<file path="src/rtl/cmd_frame_arbiter_if.sv">
// -----------------------------------------------------------------------------
// cmd_frame_arbiter_if
//
// Bundles the request, trigger and serializer handshakes of the command frame
// arbiter into one interface.
//
//   req_valid  [3:0]          lane frame-valid, one bit per requester lane
//   req_frame  [4*FRAME_W-1:0] lane i frame at bits [i*FRAME_W +: FRAME_W]
//   req_ready  [3:0]          one-hot lane accept strobe
//   trig_valid / trig_frame   high-priority trigger request and its frame
//   trig_ready                trigger accept strobe
//   out_valid / out_frame     registered frame offered to the serializer
//   out_src    [2:0]          0-3 lane, 4 trigger, 5 sync/filler
//   out_ready                 serializer takes out_frame this cycle
//
// Modports:
//   slave  - the arbiter: consumes requests, produces the serializer stream
//   master - the environment: requesters plus serializer
// -----------------------------------------------------------------------------
interface cmd_frame_arbiter_if #(
  parameter int FRAME_W = 16
);

  logic [3:0]           req_valid;
  logic [4*FRAME_W-1:0] req_frame;
  logic [3:0]           req_ready;

  logic                 trig_valid;
  logic [FRAME_W-1:0]   trig_frame;
  logic                 trig_ready;

  logic                 out_valid;
  logic [FRAME_W-1:0]   out_frame;
  logic                 out_ready;
  logic [2:0]           out_src;

  modport slave (
    input  req_valid, req_frame, trig_valid, trig_frame, out_ready,
    output req_ready, trig_ready, out_valid, out_frame, out_src
  );

  modport master (
    output req_valid, req_frame, trig_valid, trig_frame, out_ready,
    input  req_ready, trig_ready, out_valid, out_frame, out_src
  );

endinterface

</file>
<file path="src/rtl/cmd_frame_arbiter.sv">
// -----------------------------------------------------------------------------
// cmd_frame_arbiter
//
// Merges four requester lanes and one high-priority trigger into a single
// registered frame stream for a serializer, inserting a sync word every
// SYNC_PERIOD accepted non-sync frames and (optionally) filler sync words
// when nothing is pending.
//
// Selection priority on a load cycle:
//   trigger  >  sync due  >  round-robin lanes  >  idle filler  >  nothing
// The trigger drops below the lanes once it has won TRIG_BURST grants in a
// row while some lane is waiting.
//
// Ports:
//   clk  - single clock
//   rst  - asynchronous, active-low reset
//   bus  - cmd_frame_arbiter_if.slave (request, trigger, serializer signals)
// -----------------------------------------------------------------------------
module cmd_frame_arbiter #(
  parameter int                 FRAME_W     = 16,
  parameter int                 SYNC_PERIOD = 32,
  parameter logic [FRAME_W-1:0] SYNC_WORD   = 16'h817E,
  parameter bit                 IDLE_FILL   = 1'b1,
  parameter int                 TRIG_BURST  = 4
) (
  input  logic                clk,
  input  logic                rst,
  cmd_frame_arbiter_if.slave  bus
);

  localparam int CNT_W   = $clog2(SYNC_PERIOD + 1);
  localparam int BURST_W = $clog2(TRIG_BURST + 1);

  localparam logic [CNT_W-1:0]   CNT_MAX   = CNT_W'(SYNC_PERIOD);
  localparam logic [BURST_W-1:0] BURST_MAX = BURST_W'(TRIG_BURST);

  localparam logic [2:0] SRC_TRIG = 3'd4;
  localparam logic [2:0] SRC_SYNC = 3'd5;

  typedef enum logic {
    IDLE = 1'b0,
    SEND = 1'b1
  } state_e;

  // ---------------------------------------------------------------------------
  // State
  // ---------------------------------------------------------------------------
  state_e             state_q;
  logic [FRAME_W-1:0] out_frame_q;
  logic [2:0]         out_src_q;
  logic [1:0]         ptr_q;
  logic [CNT_W-1:0]   cnt_q;
  logic [BURST_W-1:0] burst_q;

  // ---------------------------------------------------------------------------
  // Handshake decode
  // ---------------------------------------------------------------------------
  logic accept;
  logic load;

  assign accept = (state_q == SEND) & bus.out_ready;
  // A new source is chosen whenever the output register is empty or being
  // emptied this cycle; otherwise the held frame blocks all grants.
  assign load   = (state_q == IDLE) | accept;

  // ---------------------------------------------------------------------------
  // Sync counter
  // ---------------------------------------------------------------------------
  // cnt_seen includes the non-sync frame being accepted this cycle, so the
  // frame loaded alongside the SYNC_PERIOD-th acceptance is already the sync.
  // A sync accepted this cycle does not clear cnt_seen: the due decision for
  // the same cycle uses the count from before the clear.
  logic [CNT_W-1:0] cnt_seen;
  logic [CNT_W-1:0] cnt_d;
  logic             sync_due;

  always_comb begin
    // NOTE: every signal written here gets a default first, so no path can
    // leave it unassigned and infer a latch.
    cnt_seen = cnt_q;
    if (accept && (out_src_q != SRC_SYNC) && (cnt_q < CNT_MAX)) begin
      cnt_seen = cnt_q + 1'b1;
    end

    cnt_d = cnt_seen;
    if (accept && (out_src_q == SRC_SYNC)) begin
      cnt_d = '0;
    end
  end

  assign sync_due = (cnt_seen >= CNT_MAX);

  // ---------------------------------------------------------------------------
  // Round-robin lane search starting at ptr_q
  // ---------------------------------------------------------------------------
  logic               lane_hit;
  logic [1:0]         lane_sel;
  logic [1:0]         rr_idx;
  logic [FRAME_W-1:0] lane_frame;

  always_comb begin
    lane_hit   = 1'b0;
    lane_sel   = ptr_q;
    rr_idx     = ptr_q;
    lane_frame = '0;
    for (int k = 0; k < 4; k++) begin
      // 2-bit add wraps 3 -> 0 naturally.
      rr_idx = ptr_q + 2'(k);
      if (!lane_hit && bus.req_valid[rr_idx]) begin
        lane_hit   = 1'b1;
        lane_sel   = rr_idx;
        lane_frame = bus.req_frame[rr_idx*FRAME_W +: FRAME_W];
      end
    end
  end

  // ---------------------------------------------------------------------------
  // Source selection
  // ---------------------------------------------------------------------------
  logic               trig_ok;
  logic               sel_valid;
  logic [2:0]         sel_src;
  logic [FRAME_W-1:0] sel_frame;

  // The trigger is only demoted if there is actually a lane it could starve.
  assign trig_ok = bus.trig_valid & ~((burst_q >= BURST_MAX) & lane_hit);

  always_comb begin
    sel_valid = 1'b0;
    sel_src   = '0;
    sel_frame = '0;
    if (trig_ok) begin
      sel_valid = 1'b1;
      sel_src   = SRC_TRIG;
      sel_frame = bus.trig_frame;
    end else if (sync_due) begin
      sel_valid = 1'b1;
      sel_src   = SRC_SYNC;
      sel_frame = SYNC_WORD;
    end else if (lane_hit) begin
      sel_valid = 1'b1;
      sel_src   = {1'b0, lane_sel};
      sel_frame = lane_frame;
    end else if (IDLE_FILL) begin
      sel_valid = 1'b1;
      sel_src   = SRC_SYNC;
      sel_frame = SYNC_WORD;
    end
  end

  // ---------------------------------------------------------------------------
  // Accept strobes: combinational, only on load, forced low during reset
  // ---------------------------------------------------------------------------
  logic grant;

  assign grant          = rst & load & sel_valid;
  assign bus.req_ready  = (grant && !sel_src[2]) ? (4'b0001 << lane_sel) : 4'b0000;
  assign bus.trig_ready = grant & (sel_src == SRC_TRIG);

  // ---------------------------------------------------------------------------
  // FSM and output register
  // ---------------------------------------------------------------------------
  always_ff @(posedge clk or negedge rst) begin
    if (!rst) begin
      state_q     <= IDLE;
      out_frame_q <= '0;
      out_src_q   <= '0;
      ptr_q       <= '0;
      cnt_q       <= '0;
      burst_q     <= '0;
    end else begin
      // NOTE: sequential state uses non-blocking assignments so every
      // register samples pre-edge values, independent of statement order.
      cnt_q <= cnt_d;
      if (load) begin
        if (sel_valid) begin
          state_q     <= SEND;
          out_frame_q <= sel_frame;
          out_src_q   <= sel_src;
          if (sel_src == SRC_TRIG) begin
            if (burst_q < BURST_MAX) begin
              burst_q <= burst_q + 1'b1;
            end
          end else begin
            burst_q <= '0;
          end
          // Only lane grants advance the round-robin pointer.
          if (!sel_src[2]) begin
            ptr_q <= lane_sel + 2'd1;
          end
        end else begin
          state_q <= IDLE;
        end
      end
    end
  end

  assign bus.out_valid = (state_q == SEND);
  assign bus.out_frame = out_frame_q;
  assign bus.out_src   = out_src_q;

endmodule

</file>
<file path="src/flat_wrapper.sv">
// flat-port wrapper written by rule: the top's interface ports become plain ports
module cmd_frame_arbiter_flat 
#(
  parameter int                 FRAME_W     = 16,
  parameter int                 SYNC_PERIOD = 32,
  parameter logic [FRAME_W-1:0] SYNC_WORD   = 16'h817E,
  parameter bit                 IDLE_FILL   = 1'b1,
  parameter int                 TRIG_BURST  = 4
)
  (clk, rst, bus_req_valid, bus_req_frame, bus_trig_valid, bus_trig_frame, bus_out_ready, bus_req_ready, bus_trig_ready, bus_out_valid, bus_out_frame, bus_out_src);
  cmd_frame_arbiter_if #(.FRAME_W(FRAME_W)) bus_i ();
  input  logic clk;
  input  logic rst;
  input wire logic [$bits(bus_i.req_valid)-1:0] bus_req_valid;
  input wire logic [$bits(bus_i.req_frame)-1:0] bus_req_frame;
  input wire logic [$bits(bus_i.trig_valid)-1:0] bus_trig_valid;
  input wire logic [$bits(bus_i.trig_frame)-1:0] bus_trig_frame;
  input wire logic [$bits(bus_i.out_ready)-1:0] bus_out_ready;
  output wire logic [$bits(bus_i.req_ready)-1:0] bus_req_ready;
  output wire logic [$bits(bus_i.trig_ready)-1:0] bus_trig_ready;
  output wire logic [$bits(bus_i.out_valid)-1:0] bus_out_valid;
  output wire logic [$bits(bus_i.out_frame)-1:0] bus_out_frame;
  output wire logic [$bits(bus_i.out_src)-1:0] bus_out_src;
  assign bus_i.req_valid = bus_req_valid;
  assign bus_i.req_frame = bus_req_frame;
  assign bus_i.trig_valid = bus_trig_valid;
  assign bus_i.trig_frame = bus_trig_frame;
  assign bus_i.out_ready = bus_out_ready;
  assign bus_req_ready = bus_i.req_ready;
  assign bus_trig_ready = bus_i.trig_ready;
  assign bus_out_valid = bus_i.out_valid;
  assign bus_out_frame = bus_i.out_frame;
  assign bus_out_src = bus_i.out_src;
  cmd_frame_arbiter #(.FRAME_W(FRAME_W), .SYNC_PERIOD(SYNC_PERIOD), .SYNC_WORD(SYNC_WORD), .IDLE_FILL(IDLE_FILL), .TRIG_BURST(TRIG_BURST)) u_core (.clk(clk), .rst(rst), .bus(bus_i));
endmodule
</file>
<file path="config.mk">
export PLATFORM = sky130hd
export DESIGN_NAME = cmd_frame_arbiter_flat
export DESIGN_NICKNAME = d
export VERILOG_FILES = /design/src/rtl/cmd_frame_arbiter_if.sv /design/src/rtl/cmd_frame_arbiter.sv /design/src/flat_wrapper.sv
export SDC_FILE = /design/constraint.sdc
export NUM_CORES = 1
export LEC_CHECK = 0
export ABC_AREA = 0
export CORE_MARGIN = 2
export CORE_UTILIZATION = 40
export DETAILED_ROUTE_END_ITERATION = 10
export GPL_TIMING_DRIVEN = 0
export PLACE_DENSITY = 0.69
export SYNTH_ARGS = -nofsm -noshare
export SYNTH_HDL_FRONTEND = slang
export SYNTH_SLANG_ARGS = --single-unit
</file>
<file path="constraint.sdc">
create_clock -name clk -period 5.4 [get_ports clk]
set_clock_uncertainty 0.15 [all_clocks]
set_input_delay 1.35 -clock clk [delete_from_list [all_inputs] [get_ports clk]]
set_output_delay 1.35 -clock clk [all_outputs]
set_load 0.02 [all_outputs]
</file>
==> summary.txt <==
CTS
  – Clk_lat worst skew: 0.28 ns
  – Root Driver: clkbuf_8
  – Hold-fix buffers, CTS: 0
  – Htree depth: 2
  – CTS max path bufs: 2
  – Total CTS buffers: 5
  – CTS clk-pin slew, worst paths: 0.07 ns
  – Sink Count: 31
  – CTS tree: done

Routing
  – Final wirelength: 13.9 mm
  – Drc violations: 0
  – Via density: 6.40
  – WL/cell: 20.7 um
  – Via count: 4291
  – Drt pass-1 iters: 6
  – Initial DRC count: 410
  – Post-DRT Antenna Nets: 0

Synthesis
  – Top_reg_cell synth: dfrtp_1
  – Number of synthesized register bits: 31
  – Post-synthesis cell type count: 62
  – Synth warn: 0
  – Cells after Synth: 418
  – Ys async rst share: 1.00
  – Post-Syn Area: 3890 um2
  – Register area share after synthesis: 0.200
  – Net Count, Synth: 512
  – Synth Area per Inst: 9.30 um2
  – EDFF count, synth: 0

GRT
  – Largest net degree at the start of global routing: 33
  – First-pass GRT wire length: 21.5 mm
  – Antenna violations before repair: 0
  – Vias in the first global route: 3999
  – GRT Overall Usage: 0.264
  – Grt ovf: 0

Power and ir drop
  – Clk pwr share: 0.089
  – Maximum vdd ir drop: 0.000136 V
  – Internal power: 1.24 mW
  – Power share of the sequential group: 0.166
  – Sw Share: 0.457
  – Comb power frac: 0.746
  – Total power per unit cell area: 428 nW/um2
  – LEAKAGE: 2.06 nW
  – Power, Total: 2.27 mW
  – NetSw: 1.04 mW

Finish
  – Final net count: 634
  – Final std cell area, no fill: 5320 um2
  – Fin util: 0.570
  – Inserted Diodes: 0
  – Most frequent cells in the layout: 103 x clkdlybuf4s50_1, 33 x mux4_2, 32 x a21oi_1
  – Share of layout cells above drive strength 1: 0.166
  – Filler cells: 840
  – Syn-to-layout area delta: 36.9%
  – Final Non-Filler Cells: 670
  – Most common cell after layout, fill and taps aside: clkdlybuf4s50_1

Critical path
  – Worst EP required: 3.90 ns
  – Critical Path End Type: primary output
  – Critical Path AT: 3.59 ns
  – CP max FO: 10
  – Startpoint Class: input pin
  – Setup CP Type: in2out

Die
  – Die W: 103 um
  – # IOs: 113
  – Core footprint: 9330 um2
  – Row Count: 35
  – Starting Density: 0.417
  – Die H: 103 um
  – Die ar.: 10500 um2

Timing
  – Slew at the pin with the worst max-slew slack: 1.15 ns
  – Tmin final: 5.09 ns
  – Fmax: 196 MHz
  – Count of pins over their slew limit: 0
  – Unrepaired setup endpoints after global routing: no
  – Final setup fails: 0
  – Worst relative slew slack: 0.212
  – Final worst-path cycle share: 0.943
  – Hold Violations, Final: 0
  – Hold slack final: 0.361 ns
  – Final worst slack: 0.307 ns
  – Setup TNS: 0 ns

Worst hold path
  – Hold Crit Class: reg2reg

Placed design
  – Inst Count DP: 659
  – Hpwl dp: 10.6 mm
  – GPL Wtd Cong: 0.928
  – IO buf count: 112
  – Pre-CTS setup slack: -0.260 ns
  – DP Area: 5160 um2

Outcome
  – Status: finished, final reports clean

Job
  – # Max-Cap Violations: 0
==> routing by layer <==
metal  vias to the layer above  global-route usage  part of all wire
met2                       263               0.407              0.46
met5                         -                   0                 0
met1                      2098               0.394              0.44
met3                        27              0.0298             0.089
met4                         0              0.0749             0.019
li1                       1903                   -                 -
==> flip-flops by register name, summed over array words and instances, names as in the netlist <==
name	count
u_core.bus.out_frame	16
u_core.burst_q	3
u_core.cnt_q	6
u_core.bus.out_src	3
u_core.ptr_q	2
u_core.bus.out_valid	1
==> worst max-delay path, cell delays in order <==
cell	delay (ns)
dlymetal6s2s_1	0.16
buf_6	0.15
nor2b_1	0.12
mux4_2	0.50
nor4_4	0.36
xnor2_2	0.16
buf_4	0.16
ha_1	0.18
and2_1	0.13
dlygate4sd2_1	0.31
==> power groups by stage <==
stage | registers (mW) | logic [mW] | clock network (mW)
2_1_floorplan | 0.435 | 1.07 | 0
3_3_place_gp | 0.378 | 1.62 | 0
3_5_place_dp | 0.380 | 1.63 | 0
4_1_cts | 0.377 | 1.65 | 0.208
5_1_grt | 0.388 | 1.81 | 0.215
6_report | 0.377 | 1.70 | 0.202
==> cell type report <==
| cell class | instances | area [um2] | area share |
|---|---|---|---|
| multi-input cells | 341 | 2890 | 0.544 |
| well taps | 129 | 161 | 0.0303 |
| clock buffers | 8 | 100 | 0.0188 |
| flip-flops and latches | 31 | 776 | 0.146 |
| inverters | 5 | 18.8 | 0.00353 |
| plain buffers | 41 | 228 | 0.0428 |
| repair buffers | 115 | 1140 | 0.215 |
==> kinds of logic (layout without fill, tap and decap cells) <==
group / count (synthesis) / count (layout) / share of synthesized area
AOI/OAI and AO/OA: 117 / 117 / 0.217
xor gates and xnor gates: 6 / 6 / 0.0135
adders and majority gates: 6 / 6 / 0.0193
buffers and inverters: 46 / 169 / 0.0612
DFF: 31 / 31 / 0.200
muxes: 65 / 65 / 0.276
other: 1 / 1 / 0.000965
and+or+nand+nor: 146 / 146 / 0.212
==> synthesized netlist by cell type (all sizes together) (4+ instances only) <==
cell type / n / area share
inv: 5 / 0.0048
o21ai: 13 / 0.017
nand2: 31 / 0.030
and2: 8 / 0.013
nor3: 26 / 0.035
nor2: 18 / 0.017
and3: 5 / 0.0080
nor3b: 9 / 0.019
nor2b: 18 / 0.029
a2111oi: 8 / 0.018
a211oi: 9 / 0.021
mux2: 6 / 0.017
clkbuf: 13 / 0.013
dfrtp: 31 / 0.20
nand3: 11 / 0.014
mux2i: 26 / 0.067
mux4: 33 / 0.19
a22oi: 7 / 0.014
a221oi: 7 / 0.016
xnor2: 4 / 0.0090
a32oi: 5 / 0.011
o21a: 4 / 0.0077
o221ai: 5 / 0.011
ha: 6 / 0.019
a21oi: 32 / 0.041
buf: 28 / 0.044
a222oi: 7 / 0.018
==> repair_timing <==
action,CTS,global route
pin swaps,0,3
resized for setup,6,10
setup buffers,0,3
gates cloned,0,0
endpoints found under the setup margin,4,3
==> final timing paths <==
check                                      startpoint                       end  slack (ns)  cells after the start
worst max-delay path                 bus_req_valid[3]          bus_req_ready[1]        0.31                     10
worst min-delay path            u_core.bus.out_src[0]     u_core.bus.out_src[0]        0.36                      2
min in group asynchronous                         rst   u_core.bus.out_frame[8]        0.96                      1
max in group asynchronous                         rst  u_core.bus.out_frame[12]        3.67                      1
worst min register to register  u_core.bus.out_src[0]     u_core.bus.out_src[0]        0.36                      2
worst max register to register        u_core.ptr_q[0]   u_core.bus.out_frame[4]        2.08                      8
(Power assumes the default switching activity.)
